[src/rtl/queen_solution_streamer.sv]
// Captures a finished 8-queens board and streams it out one row per valid/ready beat.
// Optional build macro QUEEN_ONEHOT_CHECK_EN adds a per-row one-hot check driving out_err.
module queen_solution_streamer #(
   parameter int N     = 8,
   parameter int IDX_W = 3,
   parameter int CNT_W = 8
) (
   input  logic               clk,
   input  logic               rst,
   input  logic [N*N-1:0]     board_in,
   input  logic               sol_valid,
   output logic               sol_ack,
   output logic               out_valid,
   input  logic               out_ready,
   output logic [IDX_W-1:0]   out_row,
   output logic [IDX_W-1:0]   out_col,
   output logic               out_last,
   output logic               out_err,
   output logic               busy,
   output logic [CNT_W-1:0]   sol_count
);

   typedef enum logic [0:0] {IDLE = 1'b0, SEND = 1'b1} state_t;

   state_t             state_r;
   logic [N*N-1:0]     shadow_r;
   logic [IDX_W-1:0]   row_r;
   logic [IDX_W-1:0]   col_r;
   logic               valid_r;
   logic               last_r;
   logic               busy_r;
   logic [CNT_W-1:0]   count_r;

   logic               capture_s;
   logic               xfer_s;
   logic [IDX_W-1:0]   next_row_s;
   logic [N-1:0]       next_bits_s;

   function automatic logic [N-1:0] row_of(input logic [N*N-1:0] b, input logic [IDX_W-1:0] r);
      row_of = b[N*int'(r) +: N];
   endfunction

   // Lowest set bit wins; an empty row encodes as column 0.
   function automatic logic [IDX_W-1:0] enc(input logic [N-1:0] v);
      enc = '0;
      for (int i = N - 1; i >= 0; i--) begin
         if (v[i]) enc = IDX_W'(i);
         else      enc = enc;
      end
   endfunction

   // Handshake decode and lookahead of the next row to be presented.
   always_comb begin
      capture_s   = (state_r == IDLE) && sol_valid;
      xfer_s      = valid_r && out_ready;
      next_row_s  = row_r + IDX_W'(1);
      next_bits_s = row_of(shadow_r, next_row_s);
   end

   // sol_ack must fall in the same IDLE cycle that samples board_in, so it is decoded
   // from the state register rather than registered a cycle late.
   assign sol_ack   = capture_s;
   assign out_valid = valid_r;
   assign out_row   = row_r;
   assign out_col   = col_r;
   assign out_last  = last_r;
   assign busy      = busy_r;
   assign sol_count = count_r;

   // Capture/stream FSM with registered beat fields.
   always_ff @(posedge clk or negedge rst) begin
      if (!rst) begin
         state_r  <= IDLE;
         shadow_r <= '0;
         row_r    <= '0;
         col_r    <= '0;
         valid_r  <= 1'b0;
         last_r   <= 1'b0;
         busy_r   <= 1'b0;
         count_r  <= '0;
      end else begin
         case (state_r)
            IDLE: begin
               if (capture_s) begin
                  shadow_r <= board_in;
                  row_r    <= '0;
                  col_r    <= enc(board_in[N-1:0]);
                  last_r   <= (N == 1);
                  valid_r  <= 1'b1;
                  busy_r   <= 1'b1;
                  state_r  <= SEND;
               end else begin
                  state_r  <= IDLE;
               end
            end
            SEND: begin
               if (xfer_s && last_r) begin
                  count_r  <= count_r + CNT_W'(1);
                  row_r    <= '0;
                  col_r    <= '0;
                  last_r   <= 1'b0;
                  valid_r  <= 1'b0;
                  busy_r   <= 1'b0;
                  state_r  <= IDLE;
               end else if (xfer_s) begin
                  row_r    <= next_row_s;
                  col_r    <= enc(next_bits_s);
                  last_r   <= (next_row_s == IDX_W'(N - 1));
               end else begin
                  state_r  <= SEND;
               end
            end
            default: begin
               state_r <= IDLE;
               valid_r <= 1'b0;
               busy_r  <= 1'b0;
            end
         endcase
      end
   end

`ifdef QUEEN_ONEHOT_CHECK_EN
   logic err_r;

   function automatic logic not_onehot(input logic [N-1:0] v);
      int cnt;
      cnt = 0;
      for (int i = 0; i < N; i++) begin
         if (v[i]) cnt = cnt + 1;
         else      cnt = cnt;
      end
      not_onehot = (cnt != 1);
   endfunction

   // Error flag tracks the row currently presented on the beat.
   always_ff @(posedge clk or negedge rst) begin
      if (!rst) begin
         err_r <= 1'b0;
      end else if (capture_s) begin
         err_r <= not_onehot(board_in[N-1:0]);
      end else if (state_r == SEND && xfer_s && last_r) begin
         err_r <= 1'b0;
      end else if (state_r == SEND && xfer_s) begin
         err_r <= not_onehot(next_bits_s);
      end else begin
         err_r <= err_r;
      end
   end

   assign out_err = err_r;
`else
   assign out_err = 1'b0;
`endif

endmodule
[config.mk]
export PLATFORM = sky130hd
export DESIGN_NAME = queen_solution_streamer
export DESIGN_NICKNAME = d
export VERILOG_FILES = /design/src/rtl/queen_solution_streamer.sv
export SDC_FILE = /design/constraint.sdc
export NUM_CORES = 1
export LEC_CHECK = 0
export BUFFER_PORTS_ARGS = -buffer_cell sky130_fd_sc_hd__buf_2
export CORE_UTILIZATION = 48
export CTS_BUF_LIST = sky130_fd_sc_hd__clkbuf_16
export CTS_CLUSTER_SIZE = 30
export DETAILED_ROUTE_END_ITERATION = 12
export PLACE_DENSITY_LB_ADDON = 0.3
export SYNTH_ARGS = -nofsm -noshare
export SYNTH_HDL_FRONTEND = slang
export SYNTH_SLANG_ARGS = --single-unit
[constraint.sdc]
create_clock -name clk -period 4.5 [get_ports clk]
set_input_delay 0.225 -clock clk [delete_from_list [all_inputs] [get_ports clk]]
set_output_delay 0.225 -clock clk [all_outputs]
set_load 0.02 [all_outputs]
==> results of run 1 <==
## through the flow
stage	cell area, um2	setup WS, ns	hold WS (ns)
2_1_floorplan	3850	1.96	-0.0706
3_3_place_gp	4310	1.52	0.415
3_5_place_dp	4310	1.41	0.420
4_1_cts	4640	1.39	0.0687
5_1_grt	4640	1.13	0.0782
6_report	4640	1.39	0.0581
## power by group through the flow
stage	registers (W)	logic [W]	clock network, W
floorplan	0.00124	0.000991	0
global placement	0.00132	0.00118	0
detailed placement	0.00133	0.00123	0
CTS	0.00132	0.00124	0.000831
global route	0.00137	0.00138	0.000859
finish	0.00133	0.00123	0.000823
## layer usage
layer	vias up	wire, um	share of wire, %	GRT usage, %
met5	-	0	0	0
met4	0	206	2.4	9.92
met3	16	485	5.5	4.06
met2	101	4070	46	34.6
met1	1498	4000	46	31.4
li1	1542	-	-	-
## area by class of cell
class	count	area, um2
Clock buffer	9	225
Clock inverter	6	108
Fill cell	679	3090
Inverter	8	30.0
Multi-Input combinational cell	313	1680
Sequential cell	81	2030
Tap cell	102	128
Timing Repair Buffer	87	443
## sequential cells by signal, summed over array words and instances, names as in the netlist
signal and cells:
out_col 3, out_last 1, sol_count 8, out_row 3, state_r 1, busy 1, shadow_r 64
## cells in the mapped netlist (2+ instances only)
cell type,number
a21oi_1,15
clkbuf_1,13
nor3_1,13
xnor2_1,6
buf_4,3
or2b_1,2
nand3_1,4
o21ai_0,9
xor2_1,2
ha_1,3
nor2b_1,5
nor4_1,2
nand4_1,2
mux4_2,7
inv_1,6
mux2_2,2
o31ai_1,6
o32ai_1,2
buf_2,2
nand2_1,191
or3_1,2
buf_1,2
dfrtp_1,81
mux4_1,4
nor2_1,18
nand2b_1,2
## worst max path at each step
stage                from         end  depth (start not counted)
5_1_grt        out_row[0]  out_col[0]                          7
3_5_place_dp   out_row[0]  out_col[0]                          7
3_3_place_gp   out_row[0]  out_col[0]                          7
6_report       out_row[0]  out_col[0]                          7
4_1_cts        out_row[0]  out_col[0]                          7
2_1_floorplan  out_row[0]  out_col[0]                         10
## worst max-delay path, delay by kind of cell (launching register included)
kind / cells / cell delay, ns
and+or+nand+nor: 1 / 0.16
buffers and inverters: 1 / 0.17
adders and majority gates: 1 / 0.68
muxes: 1 / 0.42
DFF: 1 / 1.04
AOI/OAI and AO/OA: 3 / 0.51
## cells by family (layout without fill, tap and decap cells)
kind of cell	Yosys count	after routing	share of synthesized area, %
AO/OA/AOI/OAI	43	43	6.98
XOR/XNOR	9	9	2.53
adder cells (fa/ha/maj)	3	3	0.974
buffers and inverters	30	110	3.89
flip-flops	81	81	52.6
multiplexers	13	13	7.40
other	1	1	0.0973
AND/OR/NAND/NOR	244	244	25.5
==> impl_metrics.csv, run 1 <==
group,metric,value,unit
status,status,"complete, no violations",
worst_hold_path,hold_class,"in2async",
pwr,clkPwrFrac,24.3,%
route,wl_per_cell,14.5,um
timing,finalSetupViolCount,0,
pwr,power,0.00338,W
critical_path,cpMaxStageDelayCell,"dfrtp_1",
cts,clkTransAtPathRegs,0.06,ns
critical_path,rr_worst_depth,7,
route,antenna_left,0,
synthesis,synthTopCellsByArea,"dfrtp_1, nand2_1, mux4_2, mux4_1, a21oi_1",
grt,gr-total-overflow,0,
cts,cts_root_buffer,"clkbuf_16",
pwr,power.net_switching,0.00123,W
timing,finalCritPeriodShare,69.2,%
place,dp_hpwl,6170,um
critical_path,worst-setup-path-type,"reg2reg",
pwr,leakage,2.44,nW
critical_path,critPathLaunchType,"flop",
critical_path,r2r_start,"out_row[0]",
synthesis,ys_warn_count,0,
die,fp.dieW,91.6,um
route,viasPerCell,5.21,
grt,antenna_found_initial,0,
critical_path,path_cells,"inv_2, ha_1, mux4_2, nand2b_1, a21oi_1, a31oi_1, a221o_1",
timing,drv_slew,0,
final_layout,area_delta_synth_final,20.4,%
cts,hold_buffers,0,
cts,numCtsBuffers,9,
pwr,p_per_area,728,mW/mm2
final_layout,final_common_cell,"nand2_1",
route,drc_errors,0,
route,drtIter0Drc,185,
final_layout,layout.cells.non_filler,606,
synthesis,synth_fp_nets,495,
critical_path,reg2reg_to,"out_col[0]",
grt,grt_max_degree,82,
cts,post-cts-setup-buffer-count,0,
pwr,switching_share,36.6,%
synthesis,synth-async-reset-ratio,100,%
place,place_congestion,0.901,
synthesis,ys_types,46,
synthesis,synthCells,424,
synthesis,syn_area,0.00385,mm2
cts,cts_tree,"built",
synthesis,syn_avg_cell_area,9.09,um2
timing,finalClockSkew,0.00737,ns
place,io_buffers,85,
cts,ctsLongestPathBuffers,2,
final_layout,diodes,0,
route,drt_pass1_iterations,4,
synthesis,yosys.area.top_type,"dfrtp_1",
pwr,p_seq_share,39.3,%
final_layout,nets,571,
pwr,vdd_drop_max,291,uV
synthesis,synth_edf_count,0,
timing,relSlewSlack,29.2,%
critical_path,worst_setup_path_end_kind,"flop",
pwr,intPower,0.00214,W
timing,worst_slew_pin_slew,1.06,ns
final_layout,final_core_util,60.1,%
die,die_h,91.6,um
cts,htree_levels,3,
critical_path,ff2ff_setup_slack,1.39,ns
timing,final.setup.tns,0,ns
timing,fmax,321,MHz
synthesis,ys_seq_area_share,52.6,%
die,dieArea,0.00839,mm2
place,place_inst,591,
route,wirelength,8760,um
grt,grt_pass1_vias,3004,
critical_path,crit_required,4.72,ns
grt,grt_pass1_wl,14600,um
die,initial_core_util,49.9,%
die,io-pin-count,87,
timing,rsz0062_at_grt,"false",
cts,cts_sinks,81,
die,rows,32,
timing,hold_viol,0,
cts,worstSkewPairLatency,0.34,ns
grt,grt_usage,22.5,%
critical_path,cp_slowest_stage_delay,1.04,ns
cts,cts-resized-gates,0,
timing,period_minus_slack,3.11,ns
final_layout,layout_common_cells,"nand2_1, buf_2, dfrtp_1",
synthesis,ys_ff_latch,81,
critical_path,cp_max_fo,31,
synthesis,ys.flop_type,"dfrtp_1",
flow_run,drv_cap,0,
critical_path,arrival,3.34,ns
pwr,power_frac_comb,36.4,%
synthesis,synth_top_area_share,52.6,%
final_layout,drive_gt1_share,22.8,%
die,core,0.00773,mm2
route,vias,3157,
(Power assumes the default switching activity.)
==> run 2: changes to the inputs <==
==> constraint.sdc (replaced) <==
create_clock -name clk -period 2.85 [get_ports clk]
set_input_delay 0.1425 -clock clk [delete_from_list [all_inputs] [get_ports clk]]
set_output_delay 0.1425 -clock clk [all_outputs]
set_load 0.02 [all_outputs]
==> run 2 against run 1 <==
Effect of this change: the flow now finishes with violations (hold timing); largest power group is now combinational cells; clock skew increased by 0.0011 ns; clock-buffer cell count unchanged; routed wire length increased by 1.1%; via count increased by 1.7%.
==> impl_metrics.csv, run 2 (synthesis results as in run 1) <==
group,metric,value,unit
status,status,"finished, violations left",
status,violations,"hold timing",
timing,final.setup.tns,0,ns
timing,holdWs,-0.0189,ns
critical_path,cp_num_cells,7,
route,drt_pass1_iterations,4,
grt,grt_usage,23.2,%
timing,finalCritPeriodShare,82.8,%
critical_path,worst-setup-path-type,"reg2reg",
place,dp_hpwl,6220,um
grt,top_usage_layer,"met2",
die,dieArea,0.00839,mm2
final_layout,largest_reg_flops,64,
critical_path,ff2ff_setup_slack,0.49,ns
critical_path,crit_start,"out_row[0]",
timing,setup_ws,0.490,ns
grt,use_met2,35.0,%
final_layout,drive_gt1_share,22.7,%
timing,finalClockSkew,0.00850,ns
die,fp.dieW,91.6,um
critical_path,endpoint,"out_col[0]",
timing,finalSetupViolCount,0,
critical_path,path_cells,"inv_2, ha_1, mux4_2, nand2b_1, a21oi_1, a31oi_1, a221o_1",
critical_path,cp_max_fo,16,
die,core,0.00773,mm2
cts,cts_sinks,81,
cts,clkTransAtPathRegs,0.06,ns
flow_run,drv_cap,0,
cts,post-cts-setup-buffer-count,0,
timing,drv_slew,0,
place,io_buffers,85,
route,wirelength,8860,um
final_layout,layout_common_cells,"nand2_1, buf_2, dfrtp_1",
timing,hold_viol,32,
final_layout,num-fill-cells,714,
cts,cts_root_buffer,"clkbuf_16",
cts,ctsLongestPathBuffers,2,
route,vias,3212,
cts,worstSkewPairLatency,0.33,ns
cts,cts-resized-gates,0,
die,rows,32,
pwr,leakage,2.48,nW
place,place_inst,593,
critical_path,r2r_start,"out_row[0]",
pwr,power,0.00524,W
timing,rsz0062_at_grt,"false",
pwr,vdd_drop_max,466,uV
critical_path,cpMaxStageDelayCell,"ha_1",
grt,grt_pass1_wl,15000,um
final_layout,layout.cells.non_filler,621,
die,io-pin-count,87,
final_layout,final_common_cell,"nand2_1",
route,wl_per_cell,14.3,um
critical_path,reg2reg_to,"out_col[0]",
critical_path,worst_setup_path_end_kind,"flop",
critical_path,worst-path-buf-inv,1,
grt,gr-usage-met1,32.2,%
timing,period_minus_slack,2.36,ns
grt,grt_use_met3,4.48,%
route,viasPerCell,5.17,
pwr,p_per_area,1110,mW/mm2
die,die_h,91.6,um
final_layout,diodes,0,
final_layout,area_delta_synth_final,22.9,%
die,initial_core_util,49.9,%
grt,gr-total-overflow,0,
grt,antenna_found_initial,0,
grt,grt_max_degree,82,
critical_path,critPathLaunchType,"flop",
timing,worst_slew_pin_slew,0.995,ns
critical_path,cp_slowest_stage_delay,0.65,ns
cts,htree_levels,3,
cts,numCtsBuffers,9,
route,drtIter0Drc,192,
critical_path,rr_worst_depth,7,
timing,fmax,424,MHz
cts,cts_tree,"built",
final_layout,nets,585,
worst_hold_path,hold_class,"in2async",
timing,relSlewSlack,33.6,%
place,place_congestion,0.904,
grt,grt_pass1_vias,3140,
place,place_ws,0.517,ns
critical_path,arrival,2.58,ns
critical_path,crit_required,3.07,ns
route,antenna_left,0,
route,drc_errors,0,
final_layout,largest-register,"shadow_r",
critical_path,cp_top_family,"adder cells",
## run 2: worst min-delay path by stage
stage | cells after the start | end | startpoint
floorplan | 0 | busy | rst
global placement | 3 | shadow_r[45] | board_in[45]
detailed placement | 3 | shadow_r[47] | board_in[47]
CTS | 3 | shadow_r[57] | board_in[57]
global route | 3 | shadow_r[52] | board_in[52]
finish | 1 | shadow_r[7] | rst
## run 2: worst reg2reg max path, stage by stage, from the launching register on
cell and delay [ns]:
dfrtp_1 0.39, inv_2 0.08, ha_1 0.65, mux4_2 0.43, nand2b_1 0.16, a21oi_1 0.13
a31oi_1 0.07, a221o_1 0.34
## run 2: report_power, final
group	internal [W]	total, W	switching (W)
sequential	0.00163	0.00202	0.000390
combinational	0.000936	0.00208	0.00114
clock	0.000678	0.00114	0.000459
total	0.00324	0.00524	0.00199
## run 2: layer usage
layer / wire length [um] / vias up
li1: - / 1572
met1: 4130 / 1531
met2: 4050 / 91
met3: 415 / 18
met4: 259 / 0
met5: 0 / -
## run 2: what timing repair did
item	CTS	global route
endpoints found under the setup margin	0	0
hold endpoints to repair	12	0
hold buffers	12	0
## run 2: final cells by class
cell class              count  area [um2]  area share (%)
inverters                   8        30.0           0.634
well taps                 102         128            2.69
clock buffers               9         225            4.75
multi-input cells         313        1680            35.5
repair buffers            101         578            12.2
clock inverters             7        70.1            1.48
flip-flops and latches     81        2030            42.8
## run 2: through the flow
step	utilization (%)	cell area [um2]	hold slack, ns
2_1_floorplan	-	3850	-0.153
3_3_place_gp	55.9	4320	0.332
3_5_place_dp	55.9	4320	0.336
4_1_cts	61.3	4740	0.000132
5_1_grt	61.3	4740	0.00646
6_report	61.3	4740	-0.0189
==> run 3: changes to the inputs <==
==> constraint.sdc (replaced) <==
create_clock -name clk -period 2.5 [get_ports clk]
set_input_delay 0.125 -clock clk [delete_from_list [all_inputs] [get_ports clk]]
set_output_delay 0.125 -clock clk [all_outputs]
set_load 0.02 [all_outputs]
==> run 3 against run 2 <==
Effect of this change: the run still ends with hold timing left; combinational power increased by 16%; setup slack lost 0.18 ns; utilization is 5.2 points higher; critical path depth rose by 1; final area is 8.5% higher; first-iteration DRC count did not move; die area is the same; worst hold slack improved by 0.013 ns; total power rose by 15%; largest cell class unchanged; highest routed layer unchanged.
==> impl_metrics.csv, run 3 (synthesis results as in run 1) <==
group,metric,value,unit
timing,period_minus_slack,2.19,ns
die,fp.dieW,91.6,um
critical_path,rr_worst_depth,8,
final_layout,final_core_util,66.5,%
route,drt_pass1_iterations,5,
grt,grt_pass1_wl,15400,um
final_layout,final_common_cell,"nand2_1",
critical_path,endpoint,"out_col[1]",
cts,cts_sinks,81,
critical_path,arrival,2.37,ns
die,rows,32,
timing,finalClockSkew,0.00552,ns
final_layout,largest-register,"shadow_r",
final_layout,largest_reg_flops,64,
cts,numCtsBuffers,9,
timing,fmax,457,MHz
status,status,"finished, violations left",
flow_run,drv_cap,0,
status,violations,"hold timing",
timing,relSlewSlack,51.7,%
critical_path,r2r_start,"out_row[0]",
critical_path,worst-setup-path-type,"reg2reg",
timing,final.setup.tns,0,ns
route,drc_errors,0,
final_layout,area_delta_synth_final,33.4,%
critical_path,cp_max_fo,11,
route,wirelength,9450,um
place,io_buffers,85,
timing,holdWs,-0.00573,ns
final_layout,nets,627,
pwr,p_per_area,1170,mW/mm2
route,drtIter0Drc,192,
pwr,leakage,2.65,nW
grt,grt_pass1_vias,3233,
cts,cts_root_buffer,"clkbuf_16",
cts,ctsLongestPathBuffers,2,
place,place_congestion,0.865,
cts,worstSkewPairLatency,0.33,ns
cts,htree_levels,3,
final_layout,drive_gt1_share,21.7,%
grt,grt_usage,23.9,%
final_layout,num-fill-cells,649,
critical_path,ff2ff_setup_slack,0.31,ns
die,dieArea,0.00839,mm2
die,io-pin-count,87,
route,wl_per_cell,14.2,um
grt,grt_max_degree,69,
final_layout,diodes,0,
grt,gr-total-overflow,0,
die,die_h,91.6,um
critical_path,worst_setup_path_end_kind,"flop",
grt,antenna_found_initial,0,
die,core,0.00773,mm2
final_layout,seqCellArea,0.00203,mm2
timing,hold_viol,1,
pwr,vdd_drop_max,515,uV
critical_path,crit_start,"out_row[0]",
final_layout,layout_common_cells,"nand2_1, buf_2, dfrtp_1",
route,viasPerCell,5.14,
place,dp_hpwl,6380,um
timing,worst_slew_pin_slew,0.724,ns
critical_path,reg2reg_to,"out_col[1]",
worst_hold_path,hold_path_depth,3,
final_layout,multi_input_area,0.00168,mm2
cts,cts_tree,"built",
route,antenna_left,0,
timing,finalCritPeriodShare,87.5,%
timing,drv_slew,0,
cts,clkTransAtPathRegs,0.06,ns
worst_hold_path,hold_class,"in2reg",
timing,rsz0062_at_grt,"false",
critical_path,critPathLaunchType,"flop",
die,initial_core_util,49.9,%
timing,finalSetupViolCount,0,
critical_path,crit_required,2.68,ns
route,vias,3410,
-- run 3: cell types whose count changed in the layout (fill, tap and decap cells not counted), sizes merged --
cell	delta
dlygate4sd3	+38
buf	+4
clkinv	+1
inv	-1
-- run 3: worst max-delay path: stages (launching register included) --
cell and delay (ns):
dfrtp_2 0.39, inv_2 0.07, ha_1 0.52, buf_4 0.22
mux4_1 0.30, nor3_1 0.20, nor2_1 0.09, a21oi_1 0.12
o221ai_1 0.12
-- run 3: where the power goes --
group | internal (W) | leakage (nW) | switching (W)
registers | 0.00186 | 1.02 | 0.000456
logic | 0.00114 | 1.49 | 0.00129
clock network | 0.000762 | 0.144 | 0.000504
total | 0.00376 | 2.65 | 0.00225
-- run 3: worst min path at each step --
| stage | from | to | slack, ns |
|---|---|---|---|
| after detailed placement | rst | busy | 0.24 |
| after CTS | board_in[54] | shadow_r[54] | 0.004 |
| after floorplan | rst | busy | -0.17 |
| after global routing | board_in[55] | shadow_r[55] | 0.01 |
| final | board_in[22] | shadow_r[22] | -0.006 |
| after global placement | rst | shadow_r[4] | 0.23 |
-- run 3: through the flow --
stage | total power [W] | instances | hold WS [ns] | area [um2] | worst slack [ns]
final | 0.00601 | 663 | -0.00573 | 5140 | 0.312
after global routing | 0.00643 | 663 | 0.0123 | 5140 | 0.0851
after CTS | 0.00603 | 663 | 0.00436 | 5140 | 0.289
after detailed placement | 0.00468 | 597 | 0.241 | 4350 | 0.334
after global placement | 0.00460 | 597 | 0.230 | 4350 | 0.403
after floorplan | 0.00402 | 424 | -0.171 | 3860 | 0.0353
-- run 3: repair_timing --
action	4_1_cts	5_1_grt
endpoints found under the setup margin	0	0
hold buffers	50	0
setup buffers	0	0
hold endpoints to repair	105	0
gates resized for setup	0	0
-- run 3: final cells by class --
cell class | instances | share of cell area [%]
inverter | 8 | 0.584
clock buffer | 9 | 4.38
tap | 102 | 2.48
multi-input combinational | 313 | 32.7
timing repair buffer | 143 | 19.2
sequential | 81 | 39.5
clock inverter | 7 | 1.19
-- run 3: per-layer routing --
metal  part of all wire [%]  track usage, %  vias to the layer above
met5                      0               0                        -
met4                    1.9            9.79                        0
met3                    5.1            4.06                       15
met2                     49            38.9                      106
met1                     44            32.0                     1632
li1                       -               -                     1657
